<file path="config.mk">
export PLATFORM = sky130hd
export DESIGN_NAME = writeback_stage_flat
export DESIGN_NICKNAME = d
export VERILOG_FILES = /design/src/rtl/writeback_stage_if.sv /design/src/rtl/writeback_stage.sv /design/src/flat_wrapper.sv
export SDC_FILE = /design/constraint.sdc
export NUM_CORES = 1
export LEC_CHECK = 0
export BUFFER_PORTS_ARGS = -buffer_cell sky130_fd_sc_hd__buf_2
export CAP_MARGIN = 20
export CORE_MARGIN = 2
export CORE_UTILIZATION = 30
export CTS_BUF_LIST = sky130_fd_sc_hd__clkbuf_4 sky130_fd_sc_hd__clkbuf_8
export DETAILED_ROUTE_END_ITERATION = 6
export PLACE_DENSITY_LB_ADDON = 0.2
export SYNTH_ARGS = -nofsm -noshare
export SYNTH_HDL_FRONTEND = slang
export SYNTH_SLANG_ARGS = --single-unit
</file>
<file path="constraint.sdc">
create_clock -name clk_i -period 2.5 [get_ports clk_i]
set_input_delay 0.25 -clock clk_i [delete_from_list [all_inputs] [get_ports clk_i]]
set_output_delay 0.25 -clock clk_i [all_outputs]
set_load 0.1 [all_outputs]
</file>
<file path="src/rtl/writeback_stage_if.sv">
// MEM-to-WB bundle: instruction fields from the MEM stage and the registerfile write port back out.
interface writeback_stage_if #(
  parameter int XLEN  = 64,
  parameter int CNT_W = 64
);
  logic             valid_i;
  logic             flush_i;
  logic             regwrite_i;
  logic [4:0]       rd_i;
  logic [1:0]       wbsel_i;
  logic [2:0]       funct3_i;
  logic [2:0]       addr_lo_i;
  logic [XLEN-1:0]  alu_result_i;
  logic [XLEN-1:0]  load_data_i;
  logic [XLEN-1:0]  pc_i;
  logic             rf_we_o;
  logic [4:0]       rf_a3_o;
  logic [XLEN-1:0]  rf_wd_o;
  logic             misaligned_o;
  logic [CNT_W-1:0] instret_o;

  modport master (
    output valid_i, flush_i, regwrite_i, rd_i, wbsel_i, funct3_i, addr_lo_i,
           alu_result_i, load_data_i, pc_i,
    input  rf_we_o, rf_a3_o, rf_wd_o, misaligned_o, instret_o
  );

  modport slave (
    input  valid_i, flush_i, regwrite_i, rd_i, wbsel_i, funct3_i, addr_lo_i,
           alu_result_i, load_data_i, pc_i,
    output rf_we_o, rf_a3_o, rf_wd_o, misaligned_o, instret_o
  );
endinterface

</file>
<file path="src/rtl/writeback_stage.sv">
// WB pipeline stage: registers MEM results, aligns/extends load data, drives the
// registerfile write port and counts retired instructions.
module writeback_stage #(
  parameter int XLEN  = 64,
  parameter int CNT_W = 64
) (
  input logic              clk_i,
  input logic              rst_i,
  writeback_stage_if.slave bus
);

  logic             wb_valid;
  logic             regwrite;
  logic [4:0]       rd;
  logic [1:0]       wbsel;
  logic [2:0]       funct3;
  logic [2:0]       addr_lo;
  logic [XLEN-1:0]  alu_result;
  logic [XLEN-1:0]  load_data;
  logic [XLEN-1:0]  pc;
  logic [CNT_W-1:0] instret;

  logic [XLEN-1:0]  shifted;
  logic [XLEN-1:0]  load_value;
  logic [XLEN-1:0]  wd;
  logic             bad_align;
  logic             misaligned;

  // Fields are captured every cycle; only wb_valid decides whether they mean anything.
  always_ff @(posedge clk_i) begin
    if (rst_i) begin
      wb_valid   <= 1'b0;
      regwrite   <= 1'b0;
      rd         <= '0;
      wbsel      <= '0;
      funct3     <= '0;
      addr_lo    <= '0;
      alu_result <= '0;
      load_data  <= '0;
      pc         <= '0;
      instret    <= '0;
    end else begin
      wb_valid   <= bus.valid_i & ~bus.flush_i;
      regwrite   <= bus.regwrite_i;
      rd         <= bus.rd_i;
      wbsel      <= bus.wbsel_i;
      funct3     <= bus.funct3_i;
      addr_lo    <= bus.addr_lo_i;
      alu_result <= bus.alu_result_i;
      load_data  <= bus.load_data_i;
      pc         <= bus.pc_i;
      if (wb_valid && !misaligned) begin
        instret <= instret + CNT_W'(1);
      end
    end
  end

  always_comb begin
    shifted    = load_data >> {addr_lo, 3'b000};
    load_value = '0;
    case (funct3)
      3'b000:  load_value = {{(XLEN-8){shifted[7]}}, shifted[7:0]};
      3'b001:  load_value = {{(XLEN-16){shifted[15]}}, shifted[15:0]};
      3'b010:  load_value = {{(XLEN-32){shifted[31]}}, shifted[31:0]};
      3'b011:  load_value = shifted;
      3'b100:  load_value = {{(XLEN-8){1'b0}}, shifted[7:0]};
      3'b101:  load_value = {{(XLEN-16){1'b0}}, shifted[15:0]};
      3'b110:  load_value = {{(XLEN-32){1'b0}}, shifted[31:0]};
      default: load_value = '0;
    endcase
  end

  // Illegal funct3 is folded into the misaligned flag so it is also suppressed.
  always_comb begin
    bad_align = 1'b0;
    case (funct3)
      3'b001, 3'b101: bad_align = addr_lo[0];
      3'b010, 3'b110: bad_align = |addr_lo[1:0];
      3'b011:         bad_align = |addr_lo;
      3'b111:         bad_align = 1'b1;
      default:        bad_align = 1'b0;
    endcase
    misaligned = wb_valid & (wbsel == 2'd1) & bad_align;
  end

  always_comb begin
    wd = alu_result;
    case (wbsel)
      2'd1:    wd = load_value;
      2'd2:    wd = pc + XLEN'(4);
      default: wd = alu_result;
    endcase
  end

  assign bus.rf_we_o      = wb_valid & regwrite & (rd != 5'd0) & ~misaligned;
  assign bus.rf_a3_o      = rd;
  assign bus.rf_wd_o      = wd;
  assign bus.misaligned_o = misaligned;
  assign bus.instret_o    = instret;

endmodule

</file>
<file path="src/flat_wrapper.sv">
// flat-port wrapper written by rule: the top's interface ports become plain ports
module writeback_stage_flat 
#(
  parameter int XLEN  = 64,
  parameter int CNT_W = 64
)
  (clk_i, rst_i, bus_valid_i, bus_flush_i, bus_regwrite_i, bus_rd_i, bus_wbsel_i, bus_funct3_i, bus_addr_lo_i, bus_alu_result_i, bus_load_data_i, bus_pc_i, bus_rf_we_o, bus_rf_a3_o, bus_rf_wd_o, bus_misaligned_o, bus_instret_o);
  writeback_stage_if #(.XLEN(XLEN), .CNT_W(CNT_W)) bus_i ();
  input logic clk_i;
  input logic rst_i;
  input wire logic [$bits(bus_i.valid_i)-1:0] bus_valid_i;
  input wire logic [$bits(bus_i.flush_i)-1:0] bus_flush_i;
  input wire logic [$bits(bus_i.regwrite_i)-1:0] bus_regwrite_i;
  input wire logic [$bits(bus_i.rd_i)-1:0] bus_rd_i;
  input wire logic [$bits(bus_i.wbsel_i)-1:0] bus_wbsel_i;
  input wire logic [$bits(bus_i.funct3_i)-1:0] bus_funct3_i;
  input wire logic [$bits(bus_i.addr_lo_i)-1:0] bus_addr_lo_i;
  input wire logic [$bits(bus_i.alu_result_i)-1:0] bus_alu_result_i;
  input wire logic [$bits(bus_i.load_data_i)-1:0] bus_load_data_i;
  input wire logic [$bits(bus_i.pc_i)-1:0] bus_pc_i;
  output wire logic [$bits(bus_i.rf_we_o)-1:0] bus_rf_we_o;
  output wire logic [$bits(bus_i.rf_a3_o)-1:0] bus_rf_a3_o;
  output wire logic [$bits(bus_i.rf_wd_o)-1:0] bus_rf_wd_o;
  output wire logic [$bits(bus_i.misaligned_o)-1:0] bus_misaligned_o;
  output wire logic [$bits(bus_i.instret_o)-1:0] bus_instret_o;
  assign bus_i.valid_i = bus_valid_i;
  assign bus_i.flush_i = bus_flush_i;
  assign bus_i.regwrite_i = bus_regwrite_i;
  assign bus_i.rd_i = bus_rd_i;
  assign bus_i.wbsel_i = bus_wbsel_i;
  assign bus_i.funct3_i = bus_funct3_i;
  assign bus_i.addr_lo_i = bus_addr_lo_i;
  assign bus_i.alu_result_i = bus_alu_result_i;
  assign bus_i.load_data_i = bus_load_data_i;
  assign bus_i.pc_i = bus_pc_i;
  assign bus_rf_we_o = bus_i.rf_we_o;
  assign bus_rf_a3_o = bus_i.rf_a3_o;
  assign bus_rf_wd_o = bus_i.rf_wd_o;
  assign bus_misaligned_o = bus_i.misaligned_o;
  assign bus_instret_o = bus_i.instret_o;
  writeback_stage #(.XLEN(XLEN), .CNT_W(CNT_W)) u_core (.clk_i(clk_i), .rst_i(rst_i), .bus(bus_i));
endmodule
</file>
* Yosys cells after proc, flatten, opt, wreduce, memory -nomap -nowiden
Cells that the tools add are included.
Storage, ports and cells: flip-flop bits (word level) 271, output and inout bits 135, word-level logic and storage cells 41
Operators by class: $add $sub $neg 2, eq/ne operators 9, shift-type cells 1, muxes and demuxes 3, bitwise operators 8, reduce and logical (&&, ||, !) cells 8
Operators with widths (number):
- 64-bit case mux with 7 select lines | 1
- 64-bit case mux with 2 select lines | 1
- 64-bit by 1-bit adder with 64-bit output (second input constant) | 1
- 64-bit by 3-bit adder with 64-bit output (second input constant) | 1
- 64-bit by 6-bit right shift with 64-bit output | 1
- 3-bit equality test (second input constant) | 4
- 1-bit AND | 6
- 3-bit by 2-bit equality test with 1-bit output (second input constant) | 2
- 2-bit OR reduction | 3
- 5-bit nonzero test | 1
- 1-bit case mux with 4 select lines | 1
- 3-bit by 1-bit equality test with 1-bit output (second input constant) | 1
- 3-bit zero test | 1
- 3-bit OR reduction | 1
- 2-bit by 1-bit equality test with 1-bit output (second input constant) | 1
- 2-bit equality test (second input constant) | 1
- 1-bit inverter | 2
- 1-bit logical AND | 1
- 1-bit zero test | 1

* Logic depth before layout (Yosys ltp)
Gate-level depths: netlist of run 1.
depth after elaboration 6, gate-level depth with buffers 10

* Worst setup path before layout of run 1
Ideal clock, no wire load.
path kind register to output, start point reg u_core.pc[10], end point out bus_rf_wd_o[19], data arrival time 4711 ps, required time 2250 ps, path slack -2461 ps, stages on the path, launching flop included 7, path buffers 0, cells stage by stage dfxtp_1 nand4_1 or2_2 nor2_1 nand4_1 xor2_1 o311ai_0
Between the ends: word-level cells in the longest chain between the ends 2
RTL lines:
- start: declaration | line writeback_stage.sv:20 | logic [XLEN-1:0] pc;
- start signal: assignment | line writeback_stage.sv:51 | pc <= bus.pc_i;
- 64-bit by 3-bit adder with 64-bit output | line writeback_stage.sv:90 | 2'd2: wd = pc + XLEN'(4);
- 64-bit case mux with 2 select lines | line writeback_stage.sv:88 | case (wbsel)
- end: declaration | line flat_wrapper.sv:23 | output wire logic [$bits(bus_i.rf_wd_o)-1:0] bus_rf_wd_o;
No other way between the ends.

* Worst setup path after layout of run 1
start point reg u_core.pc[12], end point out bus_rf_wd_o[63]
The elaborated chain is that of the path after synthesis.

==> reports/results.ini, run 1 <==
[outcome]
status = finished with violations
violations = negative setup slack

[drt]
vias = 13800
ant_nets = 0
via_per_inst = 4.83
drt_wl_total_mm = 53.9
drtIter0Drc = 633
first_pass_iters = 5
drt-wirelength-per-cell_um = 18.8
drc = 0

[floorplanning]
die_h_um = 213
die_x_um = 213
initial_utilization_pct = 30.4
fp-row-count = 76
coreArea_um2 = 43100
io_pins = 345
die_area_um2 = 45400

[power]
internal-power_uw = 8590
power_frac_seq_pct = 37.2
p_comb_share_pct = 27.2
total_power_uw = 12500
power-per-cell-area_nw_per_um2 = 536
sw_frac_of_total_pct = 31.2
switching_power_uw = 3890
ir_drop_uv = 315
leakage_uw = 0.00923
p_clk_share_pct = 35.5

[critical_path]
timing.rr.start = u_core.bus.instret_o[3]$_SDFFE_PP0P_
worstPathArrival_ns = 2.91
path_class = reg -> out
cp_num_buf_inv = 5
slowest_stage = dfxtp_2
rrSetupSlack_ns = 0.25
end_kind = primary output
cp_cell_sequence = nand4_1 > buf_6 > buf_4 > nor4_4 > nand4_1 > buf_6 > buf_12 > nor4_4 > xnor2_1 > o22ai_2 > buf_12
critPathTopFamily = simple AND/OR/NAND/NOR gates
start_kind = register
reg2reg_to = u_core.bus.instret_o[61]$_SDFFE_PP0P_
cpPeakStageDelay_ns = 0.33
r2r_cells = 6
required_ns = 2.25
critical_path.max_fanout = 6

[logic_synthesis]
yosys.area_share.simple_pct = 29.2
synth_cell_type_count = 63
syn_avg_cell_area_um2 = 8.63
synth_xor_area_share_pct = 6.68
syn_inst = 1520
synth_flop_cell = dfxtp_1
muxShareOfSynthArea_pct = 7.10
postSynthNetCount = 1734
synthArstFlopShare_pct = 0
yosysSeqAreaShare_pct = 41.4
synth_warnings = 0
synth_top_family_by_area = simple AND/OR/NAND/NOR gates
synth-edff-count = 0
ys_seq_elements = 271
synth_compound_gate_area_share_pct = 11.2
synth_fa_ha_area_share_pct = 0.382
syn_area_um2 = 13100

[cts]
clk_latency_ns = 0.60
htree_levels = 2
cts_made_buffers = 49
cts_sinks = 271
clk_path_buf_depth = 3
cts.clk_slew.worst_paths_ns = 0.06
ctsRootBufferMaster = clkbuf_8
cts_tree = done

[place]
portBuffers = 344
place_congestion = 0.861
dp_slack_ns = -0.214
dp_hpwl_mm = 38.2

[min_path]
min_path_cells = 2
hold_end = u_core.bus.instret_o[28]$_SDFFE_PP0P_
holdCritPathClass = in -> reg
hold_start = rst_i

[sta]
hold_viol = 0
finalCritPeriodShare_pct = 126
worst_pin_slew_ns = 0.625
fmax_mhz = 317
fin_skew_ns = 0.0203
report.final.slew_viol_count = 0
rsz0062_at_grt = yes
setup_viol_count_final = 64
period_needed_ns = 3.16
holdWs_ns = 0.106
worst_slack_ns = -0.658
slew_headroom_pct = 58.1

[global_routing]
grt-ovfl-total = 0
grt_pass1_wl_mm = 81.0
antenna_found_initial = 1
grt_pass1_vias = 14700
grt_use_total_pct = 23.3
grt_max_degree = 81

[finish]
regArea_um2 = 5540
fill_cells = 3856
final_layout_size_suffix_gt1_share_pct = 42.4
multi_input_area_um2 = 8980
nets = 2459
area_growth_syn_to_layout_pct = 77.7

[run]
cap_violations = 0

[Yosys cell counts, types with 3 or more instances]
cell type	instances	share of area, %
xor2_1	18	1.2
nand3_1	59	2.3
buf_2	12	0.46
or4_1	7	0.40
nor2_1	116	3.3
a22oi_1	4	0.23
nor2b_1	222	11
mux2i_1	48	3.7
o21ai_0	63	2.4
nand2_1	117	3.3
o221ai_1	8	0.53
mux4_2	14	2.4
or3_1	16	0.76
buf_4	3	0.17
o211ai_1	34	1.9
nand2b_1	9	0.43
o31ai_1	3	0.17
and3_1	17	0.81
a21oi_1	62	2.4
nor4_1	25	1.2
nand4_1	34	1.6
and4_1	4	0.27
nor3_1	44	1.7
o21a_1	7	0.40
or2_2	3	0.14
o22ai_1	5	0.24
a2bb2oi_1	14	0.94
a211oi_1	13	0.74
ha_1	4	0.38
xnor2_1	82	5.5
dfxtp_1	271	41
mux2_2	12	1.0
o311ai_0	5	0.33
and2_1	16	0.76
clkbuf_1	79	2.3
inv_1	31	0.89
[how the worst max path moves through the flow]
stage                                      start               to  slack, ns  cells past startpoint
global route            u_core.pc[12]$_SDFF_PP0_  bus_rf_wd_o[54]      -0.78                     11
finish                  u_core.pc[12]$_SDFF_PP0_  bus_rf_wd_o[63]      -0.66                     11
global placement         u_core.pc[3]$_SDFF_PP0_  bus_rf_wd_o[41]      -0.16                      7
CTS                      u_core.pc[2]$_SDFF_PP0_  bus_rf_wd_o[42]      -0.64                     11
detailed placement       u_core.pc[3]$_SDFF_PP0_  bus_rf_wd_o[59]      -0.21                      9
floorplan           u_core.addr_lo[2]$_SDFF_PP0_  bus_rf_wd_o[55]      -0.77                      8
[cells by family (layout without fill, tap and decap cells)]
kind of cell               after synthesis  after routing
adders and majority gates                4              4
xor gates and xnor gates               100            100
buffers and inverters                  131            890
muxes                                   74             74
other                                    0              2
AOI/OAI and AO/OA                      233            233
DFF                                    271            271
and+or+nand+nor                        707            707
[worst reg2reg max path: cells and delay by family, from the launching register on]
family / cells / cell delay, ns
and+or+nand+nor: 5 / 1.68
AOI/OAI and AO/OA: 1 / 0.14
DFF: 1 / 0.37
[layout make-up]
class	count	area share [%]
multi-input cells	1118	38.5
clock buffers	76	4.03
diodes	2	0.0215
repair buffers	772	29.6
clock inverters	9	0.419
inverters	33	0.532
well taps	585	3.14
flip-flops and latches	271	23.8
[per-stage QoR]
step                utilization [%]  setup TNS, ns  cell area [um^2]  std cells
finish                         54.1         -31.00             23300       2866
CTS                            52.6         -33.20             22700       2861
global placement               42.3          -1.40             18200       2545
global route                   54.1         -38.46             23300       2865
detailed placement             42.3          -2.06             18200       2545
floorplan                         -         -20.13             13800       1520
[placed cells by master, fill, tap and decap left out, types with 46 or more instances in the layout]
| cell type | instances |
|---|---|
| nor2b_1 | 219 |
| xnor2_1 | 69 |
| clkbuf_8 | 60 |
| dfxtp_2 | 53 |
| nand2_1 | 107 |
| buf_4 | 153 |
| dfxtp_1 | 205 |
| a21oi_1 | 46 |
| nand3_1 | 52 |
| buf_2 | 277 |
| dlygate4sd3_1 | 208 |
| buf_6 | 50 |
| buf_12 | 65 |
| nor2_1 | 95 |
[layer usage]
| layer | GRT usage [%] | vias up | share of wire (%) |
|---|---|---|---|
| met4 | 10.5 | 0 | 4.2 |
| met1 | 27.0 | 6566 | 40 |
| met3 | 5.06 | 132 | 5.9 |
| li1 | - | 6728 | - |
| met2 | 41.1 | 420 | 50 |
| met5 | 0 | - | 0 |
[sequential cells by signal (all words and copies together), names as in the netlist, 2 cells and up]
name / cells
u_core.funct3: 3
u_core.alu_result: 64
u_core.wbsel: 2
u_core.addr_lo: 3
u_core.bus.instret_o: 64
u_core.bus.rf_a3_o: 5
u_core.pc: 64
u_core.load_data: 64
[power by group through the flow]
stage	Clock, uW	Combinational [uW]	Sequential, uW
after floorplan	0	1660	4710
after global placement	0	2750	4710
after detailed placement	0	2750	4710
after CTS	4580	3260	4630
after global routing	4770	3560	4660
final	4430	3400	4650
[repair_timing]
action / CTS / global route
hold buffers: 208 / 0
gates cloned: 7 / 1
pin swaps: 91 / 74
endpoints found under the hold margin: 207 / 0
endpoints found under the setup margin: 66 / 71
resized for setup: 259 / 142
setup buffers: 28 / 20
No activity file was read; power rests on OpenSTA's default activity.
==> inputs of run 2 (changes only) <==
SKIP_CTS_REPAIR_TIMING = 1   (was unset)
==> run 2 against run 1 <==
Die area is the same. Clock power is essentially flat. Worst hold slack gained 0.0031 ns. First-iteration DRC count grew 15%. Global-route usage shrank 2.1 points. Power shrank 0.25%. Clock skew grew 0.0048 ns. The flow still finishes with violations (negative setup slack). Flip-flop and latch count is the same. Final area shrank 1.5%. Critical endpoint is now bus_rf_wd_o[48]. Sequential power is essentially flat. Register-to-register slack is essentially flat.
==> reports/results.ini, run 2 (same netlist as run 1, synthesis figures left out) <==
[floorplanning]
die_h_um = 213
fp-row-count = 76
initial_utilization_pct = 30.4
die_area_um2 = 45400
die_x_um = 213
coreArea_um2 = 43100
io_pins = 345

[place]
dp_slack_ns = -0.214
place_congestion = 0.861
place_inst = 2545
dp_hpwl_mm = 38.2
portBuffers = 344

[finish]
fill_cells = 3898
final_layout_size_suffix_gt1_share_pct = 41.1
nets = 2453
stdcell_count = 2859
final_common_cell = buf_2
final_cell_mix = 277 x buf_2, 221 x nor2b_1, 208 x dlygate4sd3_1, 205 x dfxtp_1, 161 x buf_4
area_growth_syn_to_layout_pct = 75.1

[cts]
cts.clk_slew.worst_paths_ns = 0.06
htree_levels = 2
clk_path_buf_depth = 3
clk_latency_ns = 0.61
cts_made_buffers = 49
cts_tree = done
cts_sinks = 271
ctsRootBufferMaster = clkbuf_8

[drt]
drc = 0
drt-wirelength-per-cell_um = 18.6
highest_layer = met4
routed-wl-met2_mm = 27.1
vias = 13800
drt_wl_total_mm = 53.3
first_pass_iters = 7
wl_met1_mm = 21.6
ant_nets = 0
drtIter0Drc = 727
via_per_inst = 4.82
met3_length_mm = 3.05

[sta]
fmax_mhz = 314
fin_skew_ns = 0.0252
hold_viol = 0
finalCritPeriodShare_pct = 127
fin_setup_tns_ns = -30.86
period_needed_ns = 3.18
holdWs_ns = 0.109
rsz0062_at_grt = yes
worst_pin_slew_ns = 0.599
setup_viol_count_final = 64
report.final.slew_viol_count = 0
slew_headroom_pct = 59.8
worst_slack_ns = -0.684

[min_path]
hold_start = rst_i
holdCritPathClass = in -> reg
hold_end = u_core.bus.instret_o[28]$_SDFFE_PP0P_
min_path_cells = 2

[global_routing]
grt_max_degree = 81
grt_pass1_wl_mm = 73.0
antenna_found_initial = 1
grt_pass1_vias = 13100
grt_use_total_pct = 21.2
grt-ovfl-total = 0

[run]
cap_violations = 0

[power]
power-per-cell-area_nw_per_um2 = 542
total_power_uw = 12500
leakage_uw = 0.00907
ir_drop_uv = 316

[critical_path]
worstPathArrival_ns = 2.93
start_kind = register
required_ns = 2.25
r2r_cells = 6
rrSetupSlack_ns = 0.24
critical_path.max_fanout = 5
timing.rr.start = u_core.bus.instret_o[3]$_SDFFE_PP0P_
path_class = reg -> out
end_kind = primary output
reg2reg_to = u_core.bus.instret_o[61]$_SDFFE_PP0P_

[outcome]
violations = negative setup slack
status = finished with violations

## run 2: power breakdown
part           switching (uW)  total (uW)  internal, uW  leakage [uW]
Combinational            1870        3360          1490       0.00624
Clock                    1870        4450          2580      0.000554
Sequential                146        4640          4490       0.00227
Total                    3890       12500          8560       0.00907
## run 2: layer usage
| layer | vias up | GRT usage (%) |
|---|---|---|
| met5 | - | 0 |
| met4 | 0 | 7.40 |
| met3 | 110 | 5.94 |
| met2 | 382 | 37.6 |
| met1 | 6570 | 24.3 |
| li1 | 6714 | - |
## run 2: critical path, cell delays in order (launching register included)
cell	delay [ns]
dfxtp_4	0.37
ha_4	0.13
nand4_1	0.20
nor3_2	0.25
buf_4	0.16
nand4_1	0.10
buf_6	0.15
buf_8	0.13
buf_6	0.13
nor3_4	0.11
xnor2_1	0.10
o211ai_1	0.30
buf_12	0.22
## run 2: cell type report
| class | count | area, um^2 | share of cell area, % |
|---|---|---|---|
| antenna | 1 | 2.50 | 0.0109 |
| clock buffer | 76 | 940 | 4.09 |
| clock inverter | 9 | 97.6 | 0.425 |
| inverter | 33 | 124 | 0.539 |
| multi-input combinational | 1118 | 8730 | 38.0 |
| sequential | 271 | 5550 | 24.1 |
| tap | 585 | 732 | 3.19 |
| timing repair buffer | 766 | 6800 | 29.6 |
## run 2: how the worst max path moves through the flow
stage	slack, ns	depth (start not counted)	to	from
after CTS	-0.92	9	bus_rf_wd_o[59]	u_core.pc[3]$_SDFF_PP0_
after floorplan	-0.77	8	bus_rf_wd_o[55]	u_core.addr_lo[2]$_SDFF_PP0_
final	-0.68	12	bus_rf_wd_o[48]	u_core.pc[2]$_SDFF_PP0_
after global placement	-0.16	7	bus_rf_wd_o[41]	u_core.pc[3]$_SDFF_PP0_
after detailed placement	-0.21	9	bus_rf_wd_o[59]	u_core.pc[3]$_SDFF_PP0_
after global routing	-0.82	12	bus_rf_wd_o[48]	u_core.pc[2]$_SDFF_PP0_
## run 2: through the flow
step	instance area, um^2	utilization [%]
3_3_place_gp	18200	42.3
2_1_floorplan	13800	-
4_1_cts	19300	44.7
6_report	23000	53.3
3_5_place_dp	18200	42.3
5_1_grt	23000	53.3
